--- config.mk ---
export PLATFORM = sky130hd
export DESIGN_NAME = rll_key_loader
export DESIGN_NICKNAME = d
export VERILOG_FILES = /design/src/rtl/rll_key_pkg.sv /design/src/rtl/rll_key_shreg.sv /design/src/rtl/rll_key_loader.sv
export SDC_FILE = /design/constraint.sdc
export NUM_CORES = 1
export LEC_CHECK = 0
export ABC_AREA = 1
export BUFFER_PORTS_ARGS = -buffer_cell sky130_fd_sc_hd__buf_4
export CAP_MARGIN = 5
export CORE_MARGIN = 1.5
export CORE_UTILIZATION = 55
export DETAILED_ROUTE_END_ITERATION = 7
export PLACE_DENSITY_LB_ADDON = 0.3
export SYNTH_ARGS = -nofsm -noshare
export SYNTH_HDL_FRONTEND = slang
export SYNTH_SLANG_ARGS = --single-unit
--- constraint.sdc ---
create_clock -name clk -period 1.6 [get_ports clk]
set_clock_uncertainty 0.1 [all_clocks]
set_input_delay 0.24 -clock clk [delete_from_list [all_inputs] [get_ports clk]]
set_output_delay 0.24 -clock clk [all_outputs]
set_load 0.02 [all_outputs]
--- src/rtl/rll_key_pkg.sv ---
// Shared widths and FSM state encoding for the serial key loader of the locked netlist.
package rll_key_pkg;

    localparam int KEY_W = 16;
    localparam int CNT_W = 5;

    typedef enum logic [2:0] {
        ST_IDLE  = 3'd0,
        ST_SHIFT = 3'd1,
        ST_CHECK = 3'd2,
        ST_ARMED = 3'd3,
        ST_ERROR = 3'd4
    } key_state_e;

endpackage

--- src/rtl/rll_key_shreg.sv ---
// Shadow shift register (MSB-first) plus the running even-parity accumulator.
module rll_key_shreg
    import rll_key_pkg::*;
#(
    parameter int KEY_W = rll_key_pkg::KEY_W
) (
    input  logic             clk,
    input  logic             rst_n,
    input  logic             clr,
    input  logic             shift_en,
    input  logic             par_en,
    input  logic             bit_in,
    output logic [KEY_W-1:0] shadow,
    output logic             parity
);

    // clr outranks both enables so a restart never keeps a stray bit
    always_ff @(posedge clk or negedge rst_n) begin
        if (!rst_n) begin
            shadow <= '0;
            parity <= 1'b0;
        end else if (clr) begin
            shadow <= '0;
            parity <= 1'b0;
        end else begin
            if (shift_en) begin
                shadow <= {shadow[KEY_W-2:0], bit_in};
            end
            if (par_en) begin
                parity <= parity ^ bit_in;
            end
        end
    end

endmodule

--- src/rtl/rll_key_loader.sv ---
// Serial key loader: shifts KEY_W key bits plus one even-parity bit, then arms key_out.
//   state    | meaning
//   ST_IDLE  | no load in progress, key_out cleared
//   ST_SHIFT | accepting key bits and the trailing parity bit
//   ST_CHECK | one cycle: evaluate parity of all KEY_W+1 bits
//   ST_ARMED | key_out holds a parity-checked key
//   ST_ERROR | last load failed parity, key_out held at zero
module rll_key_loader
    import rll_key_pkg::*;
#(
    parameter int KEY_W = rll_key_pkg::KEY_W,
    parameter int CNT_W = rll_key_pkg::CNT_W
) (
    input  logic             clk,
    input  logic             rst_n,
    input  logic             load_start,
    input  logic             key_bit,
    input  logic             key_valid,
    output logic             key_ready,
    input  logic             zeroize,
    output logic [KEY_W-1:0] key_out,
    output logic             key_armed,
    output logic             load_err,
    output logic             busy
);

    localparam logic [CNT_W-1:0] CNT_KEY = CNT_W'(KEY_W);
    localparam logic [CNT_W-1:0] CNT_MAX = CNT_W'(KEY_W + 1);

    key_state_e       state;
    logic [CNT_W-1:0] cnt;
    logic [KEY_W-1:0] shadow;
    logic             parity;
    logic             accept;
    logic             clr;
    logic             shift_en;
    logic             par_en;

    // key_ready is registered high exactly while in ST_SHIFT
    assign accept   = key_ready & key_valid;
    assign clr      = zeroize | load_start;
    assign shift_en = accept & ~clr & (cnt < CNT_KEY);
    assign par_en   = accept & ~clr;

    rll_key_shreg #(
        .KEY_W (KEY_W)
    ) u_shreg (
        .clk      (clk),
        .rst_n    (rst_n),
        .clr      (clr),
        .shift_en (shift_en),
        .par_en   (par_en),
        .bit_in   (key_bit),
        .shadow   (shadow),
        .parity   (parity)
    );

    always_ff @(posedge clk or negedge rst_n) begin
        if (!rst_n) begin
            state     <= ST_IDLE;
            cnt       <= '0;
            key_out   <= '0;
            key_armed <= 1'b0;
            load_err  <= 1'b0;
            busy      <= 1'b0;
            key_ready <= 1'b0;
        end else if (zeroize) begin
            state     <= ST_IDLE;
            cnt       <= '0;
            key_out   <= '0;
            key_armed <= 1'b0;
            load_err  <= 1'b0;
            busy      <= 1'b0;
            key_ready <= 1'b0;
        end else if (load_start) begin
            state     <= ST_SHIFT;
            cnt       <= '0;
            key_out   <= '0;
            key_armed <= 1'b0;
            load_err  <= 1'b0;
            busy      <= 1'b1;
            key_ready <= 1'b1;
        end else begin
            case (state)
                ST_SHIFT: begin
                    if (accept) begin
                        if (cnt != CNT_MAX) begin
                            cnt <= cnt + 1'b1;
                        end
                        // the accepted bit at count KEY_W is the parity bit
                        if (cnt == CNT_KEY) begin
                            state     <= ST_CHECK;
                            key_ready <= 1'b0;
                        end
                    end
                end
                ST_CHECK: begin
                    busy <= 1'b0;
                    if (!parity) begin
                        key_out   <= shadow;
                        key_armed <= 1'b1;
                        state     <= ST_ARMED;
                    end else begin
                        load_err <= 1'b1;
                        state    <= ST_ERROR;
                    end
                end
                default: begin
                    state <= state;
                end
            endcase
        end
    end

endmodule

Word-level counts from Yosys, hierarchy flattened
Index checks and enable logic that the tools add are counted.
- register bits: 45
- latch bits: 0
- bits in writable memories: 0
- bits in read-only memories: 0
- output and inout bits: 20
- word-level logic and storage cells: 73
- memories kept: 0
- add/subtract/negate cells: 1
- multipliers: 0
- div/mod/pow operators: 0
- magnitude comparators: 1
- equality and inequality tests: 7
- shift operators: 0
- mux-type cells: 35
- bitwise operators: 6
- reductions and logical operators: 14
- operators by type and width (cell ; number):
    2-to-1 mux 16 bit ; 6
    2-to-1 mux 5 bit ; 5
    2-to-1 mux 1 bit ; 18
    nonzero test 3 bit ; 6
    2-to-1 mux 3 bit ; 5
    AND reduction 3 bit ; 3
    != test 4 bit, second input constant ; 2
    case mux 3 bit (2 select lines) ; 1
    adder 5 x 1 -> 5 bit, second input constant ; 1
    equality test 5 bit, second input constant ; 1
    less-than comparator 5 bit, second input constant ; 1
    != test 5 bit, second input constant ; 1
    AND reduction 2 bit ; 2
    nonzero test 2 bit ; 2
    nonzero test 4 bit ; 1
    bitwise AND 1 bit ; 3
    equality test 3 x 1 -> 1 bit, second input constant ; 1
    equality test 3 x 2 -> 1 bit, second input constant ; 1
    != test 3 bit, second input constant ; 1
    inverter 1 bit ; 1
    bitwise OR 1 bit ; 1
    XOR 1 bit ; 1

Depth between registers and ports, before layout
Gate-level depths: netlist (run 1).
- word-level depth: 6
- depth in mapped cells: 9

Hierarchy
Synthesis (run 1) repeated with hierarchy kept, for this count alone.
- cells, all modules: 238
- area total of the unflattened synthesis: 2094.5 µm²
- by module, submodules not included (module ; times used ; cells an instance ; area an instance (µm²) ; sequential area each (µm²)):
    rll_key_loader ; 1 ; 163 ; 1401.3 ; 700.7
    rll_key_shreg ; 1 ; 75 ; 693.2 ; 425.4

Worst setup path before layout (run 1)
No wires, ideal clock.
- path kind: flip-flop to flip-flop
- start: reg state[2]
- end: reg key_out[0]
- setup time: 117 ps
- data arrival time: 1131 ps
- required time: 1383 ps
- setup slack: 252 ps
- stages on the path, launching flop included: 8
- buffers on the path: 1
- cells stage by stage: dfrtp_1 > inv_1 > nand3_4 > o21ai_4 > inv_2 > buf_6 > nand2_1 > nand2_1
- cells in the longest elaborated chain, start to end: 3
- RTL lines (element ; RTL line ; RTL):
    start, declared ; rll_key_loader.sv:30 ; key_state_e state;
    start signal, assigned ; rll_key_loader.sv:109 ; state <= state;
    equality test 3 x 2 -> 1 bit ; rll_key_loader.sv:84 ; case (state)
    nonzero test 3 bit (no source line) ; -- ;
    AND reduction 2 bit (no source line) ; -- ;
    end signal, assigned ; rll_key_loader.sv:100 ; key_out <= shadow;
    end, declared ; rll_key_loader.sv:21 ; output logic [KEY_W-1:0] key_out,
No other way between the ends.
A chain may end at the register's enable or synchronous reset.

Worst setup path in the final report (run 1)
- start: reg state[1]
- end: reg cnt[0]
- cells in the longest elaborated chain, start to end: 3
- RTL lines (element ; RTL line ; RTL):
    equality test 3 x 1 -> 1 bit ; rll_key_loader.sv:84 ;
    nonzero test 3 bit (no source line) ; -- ;
    AND reduction 3 bit (no source line) ; -- ;
    end signal, assigned ; rll_key_loader.sv:88 ; cnt <= cnt + 1'b1;
    end, declared ; rll_key_loader.sv:31 ; logic [CNT_W-1:0] cnt;
No other way between the ends.

==> run metrics, run 1 <==
WP data arrival=1.59 ns; worst-margin pin slew=around 0.55 ns; DP Worst Slack=approximately 0.18 ns; MaxCap Viol Count=0; crit path from=state[1]$_DFFE_PN0P_; overall power=0.00226 W; type of origin of the critical path=flop; Slew HR=0.630; status=complete, no violations; Finished Cell Area=2440 µm²; vias in the first global route=1,583; Final setup viols=0; Placed Area=2320 µm²; Gate Count Post-Synth=roughly 250; Syn Area/Cell=8.09 µm²; yosys warns=0; f_max=689 MHz; drt wl/cell=11.7 µm; Port Buf Inserts=25; CTS-repair resized insts=0; dpl cells=between 300 and 400; vias=around 1,700; initial antenna violation count=0; Post-CTS Setup Repair Bufs=0; Cell Rows=22; Pleak=1.24 nW; Setup TNS=0 ns; Clock Path Buffers=2; fill count=314; Via density=between 5 and 6; leading cell type in the layout, fill and taps excluded=nand2_1; clk root buf=clkbuf_8; diodes inserted=0; Boundary Pins=26; min Tclk post-route=~1.5 ns; Die Span Y=64.1 µm; Hold Path Class=in2reg; starting DRC count in detailed routing=93; reg2reg start=state[1]$_DFFE_PN0P_; CTS tree=yes; Syn-to-layout area delta=18.9%; RSZ-0062 raised after global routing=false; WL final=3890 µm; pwr/cell area=~920 nW/µm²; Die ar.=4110 µm²; Worst EP required=1.74 ns; register area share after synthesis=0.548; final period utilization=0.907; final routed DRC violation total=0; commonest non-fill, non-tap cells in the layout=96 x nand2_1, 45 x dfrtp_1, 28 x nor2_1, 28 x buf_4, 26 x inv_1; RePlAce Congestion=0.816; Distinct cells, synth=23; core area=3630 µm²; Hold Path Origin=key_bit; Yosys reg bits=45; Die W=64.1 µm; Initial DRT Pass Iterations=5; CP Max Fanout=5; crit path kind=reg2reg; ratio of cells with drive above 1 in the final layout=0.147; largest net degree at the start of global routing=46; Worst-path clk slew=roughly 0.080 ns; Final ANT Viol Nets=0; first-pass GRT wire length=6970 µm; non-filler cells, final=333; grt ovf=0; Clk Latency, worst-skew pair=0.30 ns; crit path capture type=flop; Total GRT Usage=0.221; post-DP HPWL=2710 µm; Initial Util=0.566; htree depth=2; CTS Buf Count=5; syn_nets=263; fin worst setup slack=about 0.15 ns; fin nets=293; fin. max-slew vios=0; peak supply drop=0.607 mV; Syn Std Cell Area=2060 µm²; Hold Fails Final Rpt=0; CTS Sinks=45
## area by class of cell
type	count	area [µm²]	share of cell area
Sequential cell	45	1130	0.461
Multi-Input combinational cell	174	779	0.319
Timing Repair Buffer	31	260	0.107
Inverter	27	101	0.0415
Clock buffer	7	86.3	0.0353
Tap cell	48	60.1	0.0246
Clock inverter	1	30.0	0.0123
## cell families (layout without fill, tap and decap cells)
kind of cell    after synthesis  in the layout  share of synthesized area
simple gates                144            144                      0.287
fa+ha+maj                     3              3                     0.0183
buf+inv                      35             66                     0.0730
flops                        45             45                      0.548
compound gates               27             27                     0.0736
## state kept, by name, summed over array words and instances (netlist names)
| register | count |
|---|---|
| u_shreg.parity | 1 |
| u_shreg.shadow | 16 |
| busy | 1 |
| state | 3 |
| key_out | 16 |
| key_armed | 1 |
| cnt | 5 |
| load_err | 1 |
| key_ready | 1 |
## routing by layer
metal,GRT usage,part of all wire,up-vias
met5,0,0,-
met4,0.0984,0.025,0
met3,0.0475,0.045,11
met2,0.365,0.48,48
met1,0.279,0.45,790
li1,-,-,846
## per-stage QoR
step,hold slack [ns],util
after floorplan,-0.156,-
after global placement,0.170,0.638
after detailed placement,0.166,0.638
after CTS,0.0964,0.673
after global routing,0.123,0.673
final,0.106,0.673
## worst max-delay path: stages (launching register included)
cell	delay, ns
dfrtp_1	0.44
nand3b_1	0.21
nand2_1	0.12
nand2_1	0.06
nor2_1	0.27
nand2_1	0.10
nand2_1	0.08
## cells in the mapped netlist, drive strengths merged
cell type	count	area [µm²]
buf	7	43.8
a21oi	2	10.0
dfrtp	45	1130
ha	3	37.5
o21ai	23	126
nor3	1	5.00
nand4	2	12.5
nand2	96	360
nand3b	1	7.51
clkbuf	1	5.00
o21a	1	7.51
nand3	14	82.6
nor2	29	116
o211ai	1	7.51
inv	27	101
or2	1	6.26
## where the power goes
group | switching (W) | leakage, nW | internal (W)
Clock | 0.000368 | 0.0585 | 0.000509
Combinational | 0.000131 | 0.558 | 0.0000677
Sequential | 0.0000224 | 0.619 | 0.00116
Total | 0.000521 | 1.24 | 0.00173
## final timing paths
| check | cells after the start | endpoint | slack (ns) |
|---|---|---|---|
| setup / recovery | 6 | cnt[0]$_DFFE_PN0P_ | 0.15 |
| hold / removal | 3 | u_shreg.shadow[0]$_DFFE_PN0P_ | 0.11 |
| max in group asynchronous | 2 | key_ready$_DFFE_PN0P_ | 0.65 |
| hold reg to reg | 2 | key_out[10]$_DFFE_PN0P_ | 0.37 |
| min in group asynchronous | 2 | u_shreg.shadow[4]$_DFFE_PN0P_ | 0.36 |
| setup reg to reg | 6 | cnt[0]$_DFFE_PN0P_ | 0.15 |
## timing repair
| item | in CTS | in global routing |
|---|---|---|
| endpoints found under the setup margin | 0 | 0 |
| hold endpoints to repair | 45 | 0 |
| hold buffers | 1 | 0 |
Power figures use the tool's default switching activity.
==> inputs of run 2 (changes only) <==
- clock period: 1.6 -> 1.8 ns (I/O delays scaled with it)
==> run 2 against run 1 <==
Effect of this change: sequential share of layout area up 1.1 points; sequential power down 11%; global-route usage shrank 2.3 points; worst hold slack better by 0.020 ns; routed wire length shrank 7.4%; final area shrank 2.3%; clock-buffer cell count unchanged; worst setup slack gained 0.16 ns; first-iteration DRC count shrank 8.6%; highest routed layer unchanged.
==> run metrics, run 2 (synthesis results as in run 1) <==
post-DP HPWL=2530 µm (-6.5%); leading cell type in the layout, fill and taps excluded=nand2_1; CP Max Fanout=16 (+11); type of origin of the critical path=flop; Port Buf Inserts=25 (unchanged); core area=3630 µm² (unchanged); RSZ-0062 raised after global routing=false; first-pass GRT wire length=6390 µm (-8.3%); worst-margin pin slew=0.553 ns (-0.00144 ns); final routed DRC violation total=0 (unchanged); final core utilization=0.657 (-0.0152); Initial Util=0.566 (unchanged); fin. max-slew vios=0 (unchanged); Total GRT Usage=0.198 (-0.0230); CTS tree=yes; pwr/cell area=764 nW/µm² (-17%); drt wl/cell=10.8 µm (-7.1%); crit path kind=reg2reg; Die Span Y=64.1 µm (unchanged); MaxCap Viol Count=0 (unchanged); grt ovf=0 (unchanged); status=complete, no violations; RePlAce Congestion=0.800 (-1.9%); f_max=673 MHz (-2.4%); WP data arrival=1.57 ns (-0.02 ns); Pleak=1.21 nW (-2.1%); Final ANT Viol Nets=0 (unchanged); fin nets=293 (unchanged); Final setup viols=0 (unchanged); Worst EP required=1.88 ns (+0.14 ns); WL final=3600 µm (-7.4%); # hold bufs at CTS=1 (unchanged); diodes inserted=0 (unchanged); dpl cells=324 (unchanged); Syn-to-layout area delta=16.2%; Cell Rows=22 (unchanged); Slew HR=0.631 (+0.000958); initial antenna violation count=0 (unchanged); min Tclk post-route=1.49 ns (+0.0350 ns); largest net degree at the start of global routing=46 (unchanged); peak supply drop=0.351 mV (-42%); vias=1,645 (-2.9%); clk root buf=clkbuf_8; Via density=4.95 (-2.7%); Boundary Pins=26 (unchanged); crit path capture type=flop; CTS Sinks=45 (unchanged); Die ar.=4110 µm² (unchanged); htree depth=2 (unchanged); ratio of cells with drive above 1 in the final layout=0.144 (-0.00300); Setup TNS=0 ns (unchanged); vias in the first global route=1,514 (-4.4%); Worst-path clk slew=0.07 ns (about the same); CTS Buf Count=5 (unchanged); Initial DRT Pass Iterations=5 (unchanged); Hold Path Class=in2reg; final period utilization=0.825 (-0.0813); Die W=64.1 µm (unchanged); commonest non-fill, non-tap cells in the layout=96 x nand2_1, 45 x dfrtp_1, 30 x buf_4; CTS-repair resized insts=0 (unchanged); Hold Fails Final Rpt=0 (unchanged); Post-CTS Setup Repair Bufs=0 (unchanged); top flop regs=key_out x16, u_shreg.shadow x16, cnt x5; non-filler cells, final=332 (-0.30%); starting DRC count in detailed routing=85 (-8.6%); Clock Path Buffers=2 (unchanged); Clk Latency, worst-skew pair=0.29 ns (about the same)
==> run 2: routing by layer <==
layer  track usage  part of all wire  vias up
met1         0.264              0.47      759
met3        0.0405             0.039        6
li1              -                 -      842
met2         0.314              0.48       38
met4        0.0851             0.013        0
met5             0                 0        -
==> run 2: path summary, 6_finish.rpt <==
kind / startpoint / end / slack [ns] / depth (start not counted)
setup / recovery: state[0]$_DFFE_PN0P_ / key_out[0]$_DFFE_PN0P_ / 0.31 / 6
setup reg to reg: state[0]$_DFFE_PN0P_ / key_out[0]$_DFFE_PN0P_ / 0.31 / 6
max in group asynchronous: rst_n / key_out[10]$_DFFE_PN0P_ / 0.82 / 2
min in group asynchronous: rst_n / key_out[2]$_DFFE_PN0P_ / 0.40 / 2
hold reg to reg: key_out[14]$_DFFE_PN0P_ / key_out[14]$_DFFE_PN0P_ / 0.37 / 2
hold / removal: zeroize / key_ready$_DFFE_PN0P_ / 0.13 / 2
==> run 2: area by class of cell <==
type,count,area [µm²]
Inverter,27,101
Sequential cell,45,1130
Multi-Input combinational cell,174,779
Clock buffer,7,86.3
Timing Repair Buffer,31,235
Tap cell,48,60.1
Fill cell,327,1240
==> run 2: worst max-delay path, cell delays in order, from the launching register on <==
cell and delay [ns]:
dfrtp_1 0.42, inv_1 0.13, nand3_4 0.11, o21ai_4 0.27, inv_2 0.19, nand2_1 0.09, nand2_1 0.06
==> run 2: stage by stage <==
stage	hold WS (ns)	worst slack (ns)	total power, W	area, µm²
finish	0.126	0.314	0.00182	2390
CTS	0.124	0.316	0.00185	2390
global placement	0.201	0.369	0.00123	2290
detailed placement	0.198	0.336	0.00124	2290
floorplan	-0.126	0.452	0.00117	2060
global route	0.152	0.185	0.00192	2390
==> run 2: report_power, final <==
part	leakage, nW	internal, W	switching [W]	total [W]
Sequential	0.619	0.00103	0.0000198	0.00105
Combinational	0.546	0.0000539	0.000113	0.000167
Clock	0.0443	0.000304	0.000305	0.000610
